### src/rtl/j_jmem_pkg.sv
// Shared definitions for the DSP external-memory arbiter and its helpers.
package j_jmem_pkg;

  localparam int NREQ_MAX = 4;

  localparam int RQ_FETCH = 0;
  localparam int RQ_LDST  = 1;
  localparam int RQ_BLK   = 2;

  typedef enum logic [1:0] {
    BUS_IDLE = 2'd0,
    BUS_REQ  = 2'd1,
    BUS_OWN  = 2'd2
  } bus_state_e;

endpackage

### src/rtl/j_rr_pick.sv
// Combinational round-robin picker: first set request bit scanning from ptr
// upwards, wrapping modulo N.
module j_rr_pick #(
  parameter int N  = 3,
  parameter int IW = (N > 1) ? $clog2(N) : 1
) (
  input  logic [N-1:0]  req,
  input  logic [IW-1:0] ptr,
  output logic          vld,
  output logic [IW-1:0] idx
);

  logic [IW:0] cand;

  // NOTE: every combinational output gets a default before the loop, so no
  // path leaves a value unassigned and no latch is inferred.
  always_comb begin
    vld  = 1'b0;
    idx  = '0;
    cand = '0;
    for (int i = 0; i < N; i++) begin
      cand = {1'b0, ptr} + (IW+1)'(i);
      if (cand >= (IW+1)'(N)) cand = cand - (IW+1)'(N);
      if (!vld && req[cand[IW-1:0]]) begin
        vld = 1'b1;
        idx = cand[IW-1:0];
      end
    end
  end

endmodule

### src/rtl/j_jmem_arb.sv
// Arbiter/sequencer sharing the DSP external-memory master port between the
// fetch, load/store and block-move requesters; also owns the system bus request.
module j_jmem_arb
  import j_jmem_pkg::*;
#(
  parameter int NREQ = 3,
  parameter int AW   = 24,
  parameter int HOLD = 4,
  parameter int TMO  = 255
) (
  input  logic              clk,
  input  logic              resetl,
  input  logic [NREQ-1:0]   req,
  input  logic [NREQ-1:0]   req_rw,
  input  logic [3*NREQ-1:0] req_w,
  input  logic [AW*NREQ-1:0] req_a,
  output logic [NREQ-1:0]   gnt,
  output logic [NREQ-1:0]   done,
  output logic              mreq,
  output logic              rw,
  output logic [2:0]        w,
  output logic [AW-1:0]     a,
  input  logic              ack,
  input  logic              dbgl,
  output logic              breql,
  output logic [1:0]        owner,
  output logic              busy,
  output logic              err
);

  localparam int IW = (NREQ > 1) ? $clog2(NREQ) : 1;
  localparam int HW = (HOLD > 0) ? $clog2(HOLD + 1) : 1;
  localparam logic [HW-1:0] HOLD_L = HW'(HOLD);
  localparam logic [7:0]    TMO_L  = 8'(TMO);

  bus_state_e      state_q, state_d;
  logic [IW-1:0]   ptr_q, ptr_d;
  logic            sel_v_q, sel_v_d;
  logic [IW-1:0]   sel_idx_q, sel_idx_d;
  logic            out_v_q, out_v_d;
  logic [IW-1:0]   owner_q, owner_d;
  logic            rw_q, rw_d;
  logic [2:0]      w_q, w_d;
  logic [AW-1:0]   a_q, a_d;
  logic            mreq_q, mreq_d;
  logic            breql_q, breql_d;
  logic [NREQ-1:0] gnt_q, gnt_d;
  logic [NREQ-1:0] done_q, done_d;
  logic [HW-1:0]   hold_q, hold_d;
  logic [7:0]      wd_q, wd_d;
  logic            err_q, err_d;

  logic [NREQ-1:0] own_oh;
  logic [NREQ-1:0] elig;
  logic            pick_vld;
  logic [IW-1:0]   pick_idx;
  logic            activity;
  logic            accept;
  logic            complete;

  // The outstanding owner and anyone whose gnt is still pulsing are excluded,
  // so a held-high req is never picked twice for the same transfer.
  assign own_oh   = NREQ'(1) << owner_q;
  assign elig     = req & ~gnt_q & ~(out_v_q ? own_oh : '0);
  assign activity = (|req) | sel_v_q | out_v_q;
  assign accept   = mreq_q & ack;
  assign complete = out_v_q & ack;

  j_rr_pick #(.N(NREQ), .IW(IW)) u_pick (
    .req (elig),
    .ptr (ptr_q),
    .vld (pick_vld),
    .idx (pick_idx)
  );

  always_comb begin
    state_d   = state_q;
    ptr_d     = ptr_q;
    sel_v_d   = sel_v_q;
    sel_idx_d = sel_idx_q;
    out_v_d   = out_v_q;
    owner_d   = owner_q;
    rw_d      = rw_q;
    w_d       = w_q;
    a_d       = a_q;
    hold_d    = hold_q;
    wd_d      = wd_q;
    err_d     = err_q;
    gnt_d     = '0;
    done_d    = '0;

    case (state_q)
      BUS_IDLE: if (activity) state_d = BUS_REQ;
      BUS_REQ:  if (!dbgl) state_d = BUS_OWN;
      BUS_OWN: begin
        if (activity) begin
          hold_d = HOLD_L;
        end else if (hold_q <= HW'(1)) begin
          state_d = BUS_IDLE;
          hold_d  = HOLD_L;
        end else begin
          hold_d = hold_q - 1'b1;
        end
      end
      default: state_d = BUS_IDLE;
    endcase

    // Completion is handled first so a same-edge acceptance overrides out_v.
    if (complete) begin
      done_d  = own_oh;
      out_v_d = 1'b0;
    end

    if (accept) begin
      gnt_d   = NREQ'(1) << sel_idx_q;
      owner_d = sel_idx_q;
      out_v_d = 1'b1;
      sel_v_d = 1'b0;
      ptr_d   = (sel_idx_q == IW'(NREQ - 1)) ? '0 : sel_idx_q + 1'b1;
      wd_d    = '0;
    end else if (out_v_q && !ack && wd_q != 8'hFF) begin
      wd_d = wd_q + 1'b1;
    end

    if (TMO != 0 && out_v_q && !ack && wd_d >= TMO_L) err_d = 1'b1;

    if (!sel_v_q && pick_vld) begin
      sel_v_d   = 1'b1;
      sel_idx_d = pick_idx;
      rw_d      = req_rw[pick_idx];
      w_d       = req_w[int'(pick_idx)*3 +: 3];
      a_d       = req_a[int'(pick_idx)*AW +: AW];
    end

    breql_d = (state_d == BUS_IDLE);
    mreq_d  = sel_v_d & (state_d == BUS_OWN) & ~dbgl;
  end

  // NOTE: state flops use non-blocking assignments only, so every flop samples
  // the pre-edge value of every other flop regardless of statement order.
  always_ff @(posedge clk or negedge resetl) begin
    if (!resetl) begin
      state_q   <= BUS_IDLE;
      ptr_q     <= '0;
      sel_v_q   <= 1'b0;
      sel_idx_q <= '0;
      out_v_q   <= 1'b0;
      owner_q   <= '0;
      rw_q      <= 1'b1;
      w_q       <= '0;
      a_q       <= '0;
      mreq_q    <= 1'b0;
      breql_q   <= 1'b1;
      gnt_q     <= '0;
      done_q    <= '0;
      hold_q    <= HOLD_L;
      wd_q      <= '0;
      err_q     <= 1'b0;
    end else begin
      state_q   <= state_d;
      ptr_q     <= ptr_d;
      sel_v_q   <= sel_v_d;
      sel_idx_q <= sel_idx_d;
      out_v_q   <= out_v_d;
      owner_q   <= owner_d;
      rw_q      <= rw_d;
      w_q       <= w_d;
      a_q       <= a_d;
      mreq_q    <= mreq_d;
      breql_q   <= breql_d;
      gnt_q     <= gnt_d;
      done_q    <= done_d;
      hold_q    <= hold_d;
      wd_q      <= wd_d;
      err_q     <= err_d;
    end
  end

  assign gnt   = gnt_q;
  assign done  = done_q;
  assign mreq  = mreq_q;
  assign rw    = rw_q;
  assign w     = w_q;
  assign a     = a_q;
  assign breql = breql_q;
  assign owner = 2'(owner_q);
  assign busy  = sel_v_q | out_v_q;
  assign err   = err_q;

endmodule

### config.mk
export PLATFORM = sky130hd
export DESIGN_NAME = j_jmem_arb
export DESIGN_NICKNAME = d
export VERILOG_FILES = /design/src/rtl/j_jmem_pkg.sv /design/src/rtl/j_rr_pick.sv /design/src/rtl/j_jmem_arb.sv
export SDC_FILE = /design/constraint.sdc
export NUM_CORES = 1
export LEC_CHECK = 0
export ABC_AREA = 1
export BUFFER_PORTS_ARGS = -buffer_cell sky130_fd_sc_hd__buf_2
export CORE_MARGIN = 1
export CORE_UTILIZATION = 50
export DETAILED_ROUTE_END_ITERATION = 7
export GPL_TIMING_DRIVEN = 0
export HOLD_SLACK_MARGIN = 0.08
export PLACE_DENSITY = 0.86
export SYNTH_ARGS = -nofsm -noshare
export SYNTH_HDL_FRONTEND = slang
export SYNTH_SLANG_ARGS = --single-unit
### constraint.sdc
create_clock -name clk -period 3.5 [get_ports clk]
set_input_delay 0.175 -clock clk [delete_from_list [all_inputs] [get_ports clk]]
set_output_delay 0.175 -clock clk [all_outputs]
set_load 0.01 [all_outputs]
==> out/qor.yml, run 1 <==
global_route:
  grt_pass1_vias: 3337
  grt_max_degree: 59
  grt_overflow: 0
  antenna_found_initial: 0
  grt_pass1_wl_um: 15000
  grt_usage_pct: 25.8
logic_synthesis:
  synth.yosys.seq_area_share_pct: 41.5
  synth_nets: 562
  synthesis.instances: 466
  synth_top_cell_by_area: "dfrtp_1"
  synth-compound-area-share_pct: 11.1
  synth.area.top_cells: "dfrtp_1, nand2_1, inv_1, nand3_1, nor2_1"
  yosys_warnings: 0
  synthXorXnorAreaFrac_pct: 1.50
  yosysTopAreaCellShare_pct: 39.3
  synthSimpleGateAreaFrac_pct: 32.2
  syn_area_mm2: 0.00351
  synth.distinct_cells: 34
  synth_top_family_by_area: "simple AND/OR/NAND/NOR gates"
  synth_fa_ha_area_share_pct: 1.78
  syn-mean-instance-area_um2: 7.52
  synthMuxAreaShare_pct: 0
  synth_seq_cells: 58
place:
  hpwl_um: 6750
  place_congestion: 0.887
  io_buffers: 130
timing:
  drv_slew: 0
  tightestPinTransition_ns: 0.747
  maxClockFrequency_mhz: 424
  finalCriticalPeriod_ns: 2.36
  finalSetupViolCount: 0
  setup-tns-final_ns: 0
  rsz0062_at_grt: "no"
  hold_viol_final: 0
  finalClockSkew_ns: 0.00992
  fin_crit_sh_pct: 67.3
  max_slew_margin_pct: 50.2
layout:
  antennaDiodeCount: 0
  num-nets-final: 705
  postLayoutCoreUtil_pct: 66.3
  multi_input_comb_area_mm2: 0.00163
  fill_cells: 593
  syn2layout_area_growth_pct: 28.4
  regArea_mm2: 0.00146
  drive_gt1_share_pct: 34.7
worst_hold_path:
  holdPathStages: 2
  hp-class: "primary input to register"
  min_from: "ack"
power:
  ir_drop_mv: 0.453
  clkPwrFrac_pct: 14.7
  intPower_w: 0.00225
  seqPwrFrac_pct: 26.7
  total_power_w: 0.00432
  p_comb_share_pct: 58.6
  p_leak_nw: 2.45
  power_density_mw_per_mm2: 959
  sw_frac_of_total_pct: 47.8
  power.switching_w: 0.00207
detailed_routing:
  drt_iter0_drc: 189
  wl_um: 9130
  vias: 3587
  route.detailed.drc: 0
  firstDrtPassIters: 4
  final_antenna_net_count: 0
  via_per_inst: 5.05
  wire_per_inst_um: 12.9
run_status:
  status: "finished, final reports clean"
clocking:
  cts.sinks: 58
  clk_latency_ns: 0.33
  clk_pin_slew_worst_paths_ns: 0.08
  h-tree-depth: 3
  cts_buffer_depth: 2
  numCtsBuffers: 9
  cts_tree: "done"
  ctsRootBufferMaster: "clkbuf_8"
  cts_resized: 0
floorplanning:
  die_h_um: 85.7
  core_area_mm2: 0.00679
  initial_utilization_pct: 51.6
  rows: 30
  dieArea_mm2: 0.00735
  io_pins: 131
  die_width_um: 85.7
critical_path:
  cp-start-kind: "register"
  cp_data_required_time_ns: 3.76
  r2r_start: "ptr_q[0]"
  cp.arrival_ns: 2.61
  r2r_setup_slack_ns: 1.14
  setup.worst_path.start: "ptr_q[0]"
  r2r_cells: 13
  path_max_fanout: 10
  worst_setup_path_end_kind: "register"
  crit_type: "register to register"
job:
  drv_cap: 0
worst max-delay path, stage by stage (launching register included):
cell     delay [ns]
dfrtp_1        0.36
inv_1          0.06
ha_1           0.29
buf_4          0.16
inv_1          0.15
nand4_1        0.11
nand2_1        0.10
nand2_2        0.10
nand4_1        0.21
nand2_2        0.16
inv_2          0.17
buf_4          0.20
nor2_1         0.05
o21ai_1        0.15
kinds of logic after synthesis:
kind of cell             count (synthesis)
AO/OA/AOI/OAI                           73
XOR/XNOR                                 6
adder cells (fa/ha/maj)                  5
buffers and inverters                   93
flip-flops                              58
AND/OR/NAND/NOR                        231
worst paths after layout:
check                              to
setup / recovery                a[12]
hold / removal                out_v_q
setup reg to reg                a[12]
hold reg to reg            state_q[0]
max in group asynchronous        w[0]
min in group asynchronous        a[1]
flip-flops by register name, indices dropped and copies added (netlist names):
signal and flops:
a 24, wd_q 8, done 3, gnt 3
hold_q 3, w 3, owner 2, ptr_q 2
sel_idx_q 2, state_q 2, breql 1, err 1
mreq 1, out_v_q 1, rw 1, sel_v_q 1
power groups by stage:
| stage | sequential, W | combinational, W | clock (W) |
|---|---|---|---|
| detailed placement | 0.00116 | 0.00251 | 0 |
| finish | 0.00116 | 0.00253 | 0.000634 |
| global placement | 0.00114 | 0.00245 | 0 |
| floorplan | 0.00123 | 0.00175 | 0 |
| global route | 0.00119 | 0.00284 | 0.000680 |
| CTS | 0.00115 | 0.00253 | 0.000647 |
layout by cell type, fill, tap and decap left out, types with 4 or more instances in the layout:
cell type / synthesis / layout
buf_2: 6 / 135
nand2_1: 91 / 91
inv_1: 66 / 66
dfrtp_1: 55 / 55
nor2_1: 50 / 50
nand3_1: 43 / 43
o21ai_0: 30 / 30
o21ai_1: 25 / 25
nand3_2: 18 / 18
clkbuf_8: 0 / 10
inv_2: 9 / 9
a21oi_1: 8 / 8
nand2_2: 8 / 8
buf_4: 6 / 7
xor2_1: 6 / 6
nand4_1: 5 / 5
ha_1: 5 / 5
nor3_1: 4 / 4
buf_6: 4 / 4
Yosys cell counts:
cell type	count
a21oi_2	1
o211ai_1	2
nor4_1	1
a22oi_1	1
nand2_4	3
inv_2	9
a21oi_1	8
nand2_1	91
dfrtp_1	55
a211oi_1	1
buf_1	1
nor2_2	2
nand3b_1	1
nand3_2	18
dfstp_2	3
o21ai_2	1
or2_2	3
nand4_1	5
ha_1	5
buf_2	6
o22ai_1	3
buf_6	4
inv_1	66
xor2_1	6
nand3_1	43
nor3_1	4
buf_4	6
nor2_4	2
o21ai_0	30
nor2_1	50
o21ai_1	25
buf_8	1
a31oi_1	1
nand2_2	8
final cells by class:
cell class              instances  area share (%)
plain buffers                  18            3.08
inverters                      75            6.25
well taps                      96            2.67
repair buffers                132            14.9
clock buffers                  10            3.06
flip-flops and latches         58            32.3
clock inverters                 6            1.47
multi-input cells             315            36.2
timing repair:
| action | 4_1_cts | 5_1_grt |
|---|---|---|
| endpoints found under the hold margin | 1 | 55 |
| hold buffers | 1 | 1 |
| buffers inserted | 0 | 0 |
metal layers:
metal / routed length (um) / GRT usage [%]
met5: 0 / 0
met4: 176 / 9.70
met3: 416 / 4.04
met2: 4740 / 44.5
met1: 3800 / 32.7
stage by stage:
| stage | hold WS (ns) | instance area [um2] | std cells | setup slack, ns |
|---|---|---|---|---|
| after floorplan | -0.121 | 3510 | 466 | 1.49 |
| after global placement | 0.371 | 4280 | 692 | 1.26 |
| after detailed placement | 0.369 | 4280 | 692 | 1.18 |
| after CTS | 0.0831 | 4490 | 709 | 1.16 |
| after global routing | 0.0899 | 4500 | 710 | 0.912 |
| final | 0.0924 | 4500 | 710 | 1.14 |
Power figures use the tool's default switching activity.
==> run 2: changes to the inputs <==
Settings changed: CORE_UTILIZATION 50 to 45, PLACE_DENSITY 0.86 to 0.82.
Clock period 3.5 ns to 1.9 ns, I/O delays scaled along.
==> run 2 against run 1 <==
Effect of this change:
- the flow now finishes with violations (negative setup slack)
- setup slack got worse by 1.5 ns
- utilization up 10 points
- highest routed layer unchanged
- die area rose by 11%
- global-route usage increased by 5.0 points
- sequential power increased by 91%
- maximum frequency rose by 5.5%
- count of clock-buffer cells in the layout is 3 higher
- largest power group unchanged
- sequential share of layout area is 6.6 points lower
- first-iteration DRC count increased by 120%
==> out/qor.yml, run 2 (synthesized netlist as in run 1, its figures left out) <==
layout:
  final_cell_mix: "buf_2, nand2_1, dlygate4sd3_1"  # was buf_2, nand2_1, inv_1
  finalNonFillerCells: 800  # was 710
  antennaDiodeCount: 0  # unchanged
  syn2layout_area_growth_pct: 61.8  # was 28.4%
  final_area_mm2: 0.00567  # was 0.00450 mm2
  postLayoutCoreUtil_pct: 76.6  # was 66.3%
  layout_commonest_cell: "buf_2"  # unchanged
  drive_gt1_share_pct: 42.4  # was 34.7%
  num-nets-final: 792  # was 705
  largest_reg_flops: 24  # unchanged
clocking:
  cts.sinks: 58  # unchanged
  h-tree-depth: 3  # unchanged
  cts_buffer_depth: 2  # unchanged
  clk_latency_ns: 0.33  # about the same
  cts_tree: "done"  # unchanged
  ctsRootBufferMaster: "clkbuf_8"  # unchanged
  clk_pin_slew_worst_paths_ns: 0.07  # was 0.08 ns
  numCtsBuffers: 9  # unchanged
power:
  clkPwrFrac_pct: 9.7  # was 14.7%
  power.switching_w: 0.00501  # was 0.00207 W
  seqPwrFrac_pct: 21.6  # was 26.7%
  p_comb_share_pct: 68.8  # was 58.6%
  ir_drop_mv: 1.16  # was 0.453 mV
  intPower_w: 0.00523  # was 0.00225 W
  p_leak_nw: 2.90  # was 2.45 nW
  sw_frac_of_total_pct: 48.9  # was 47.8%
  power_density_mw_per_mm2: 1810  # was 959 mW/mm2
critical_path:
  path_max_fanout: 6  # was 10
  worst_setup_path_end_kind: "register"  # unchanged
  r2r_setup_slack_ns: -0.33  # was 1.14 ns
  cp_data_required_time_ns: 2.16  # was 3.76 ns
  r2r_end: "a[8]"  # was a[12]
  cp-start-kind: "register"  # unchanged
  r2r_start: "ptr_q[0]"  # unchanged
  cp.arrival_ns: 2.50  # was 2.61 ns
  crit_type: "register to register"  # unchanged
  r2r_cells: 14  # was 13
global_route:
  grt_pass1_wl_um: 19800  # was 15000 um
  grt_overflow: 0  # unchanged
  grt_max_degree: 59  # unchanged
  grt_pass1_vias: 4306  # was 3337
  antenna_found_initial: 0  # unchanged
  grt_usage_pct: 30.7  # was 25.8%
timing:
  finalClockSkew_ns: 0.00989  # was 0.00992 ns
  drv_slew: 0  # unchanged
  max_slew_margin_pct: 49.9  # was 50.2%
  hold_viol_final: 0  # unchanged
  setup-tns-final_ns: -7.36  # was 0 ns
  rsz0062_at_grt: "yes"  # was no
  fin_crit_sh_pct: 117  # was 67.3%
  finalSetupViolCount: 32  # was 0
  tightestPinTransition_ns: 0.751  # was 0.747 ns
  setup_slack_ns: -0.332  # was 1.14 ns
  maxClockFrequency_mhz: 448  # was 424 MHz
  finalCriticalPeriod_ns: 2.23  # was 2.36 ns
place:
  placedCellCount: 695  # was 692
  hpwl_um: 6840  # was 6750 um
  place_congestion: 0.861  # was 0.887
  io_buffers: 130  # unchanged
  post-place-ws_ns: -0.328  # was 1.18 ns
  placed_area_mm2: 0.00429  # was 0.00428 mm2
run_status:
  status: "finished with violations"  # was finished, final reports clean
  violations: "negative setup slack"
worst_hold_path:
  hold_end: "a[19]"  # was out_v_q
  hp-class: "primary input to register"  # unchanged
  min_from: "req_a[67]"  # was ack
  holdPathStages: 5  # was 2
floorplanning:
  core_area_mm2: 0.00741  # was 0.00679 mm2
  rows: 31  # was 30
  initial_utilization_pct: 47.3  # was 51.6%
  dieArea_mm2: 0.00815  # was 0.00735 mm2
  die_width_um: 90.3  # was 85.7 um
  die_h_um: 90.3  # was 85.7 um
  io_pins: 131  # unchanged
detailed_routing:
  final_antenna_net_count: 0  # unchanged
  route.detailed.drc: 0  # unchanged
  vias: 4471  # was 3587
  wire_per_inst_um: 17.7  # was 12.9 um
  wl_um: 14200  # was 9130 um
  drt_iter0_drc: 413  # was 189
  firstDrtPassIters: 6  # was 4
  via_per_inst: 5.59  # was 5.05
job:
  drv_cap: 0  # unchanged
[run 2: metal layers]
| metal | GRT usage (%) | up-vias | part of all wire (%) |
|---|---|---|---|
| met2 | 52.9 | 350 | 51 |
| met1 | 33.6 | 2053 | 33 |
| met4 | 21.6 | 0 | 8.0 |
| li1 | - | 1953 | - |
| met5 | 0 | - | 0 |
| met3 | 6.57 | 115 | 7.7 |
[run 2: layout make-up]
class,count,area [um2]
multi-input combinational,315,1890
tap,99,124
inverter,75,295
clock inverter,3,15.0
clock buffer,13,149
fill,459,1740
buffer,17,191
timing repair buffer,220,1550
sequential,58,1460
[run 2: per-stage QoR]
step | power (W) | hold WS, ns
after floorplan | 0.00553 | -0.201
after global placement | 0.00670 | 0.280
after detailed placement | 0.00684 | 0.292
after CTS | 0.00875 | 0.0807
after global routing | 0.0108 | 0.0880
final | 0.0102 | 0.0890
[run 2: timing repair]
item / in CTS / in global routing
gates resized for setup: 37 / 78
setup buffers: 14 / 12
hold buffers: 59 / 1
endpoints found under the setup margin: 33 / 34
cloned: 1 / 4
endpoints found under the hold margin: 33 / 55
pin swaps: 4 / 29
[run 2: critical path, stage by stage (launching register included)]
cell	delay, ns
dfrtp_1	0.39
buf_4	0.15
ha_4	0.18
inv_4	0.07
nand4_1	0.17
nand2_2	0.16
nand2_4	0.09
nand2_4	0.08
nor2_4	0.03
nand2_2	0.07
nand2_4	0.07
nor2_4	0.23
buf_4	0.20
o21ai_1	0.12
o21ai_1	0.16
[run 2: how the worst max path moves through the flow]
| stage | start | to | depth (start not counted) |
|---|---|---|---|
| after global placement | ptr_q[0] | w[1] | 14 |
| after CTS | ptr_q[0] | a[3] | 17 |
| after floorplan | ptr_q[1] | a[17] | 16 |
| final | ptr_q[0] | a[8] | 14 |
| after detailed placement | ptr_q[0] | a[7] | 13 |
| after global routing | ptr_q[0] | a[8] | 14 |
[run 2: power by group through the flow]
stage / Combinational [W] / Sequential, W / Clock, W
2_1_floorplan: 0.00327 / 0.00226 / 0
3_3_place_gp: 0.00458 / 0.00213 / 0
3_5_place_dp: 0.00471 / 0.00214 / 0
4_1_cts: 0.00563 / 0.00213 / 0.000991
5_1_grt: 0.00751 / 0.00224 / 0.00105
6_report: 0.00704 / 0.00221 / 0.000989
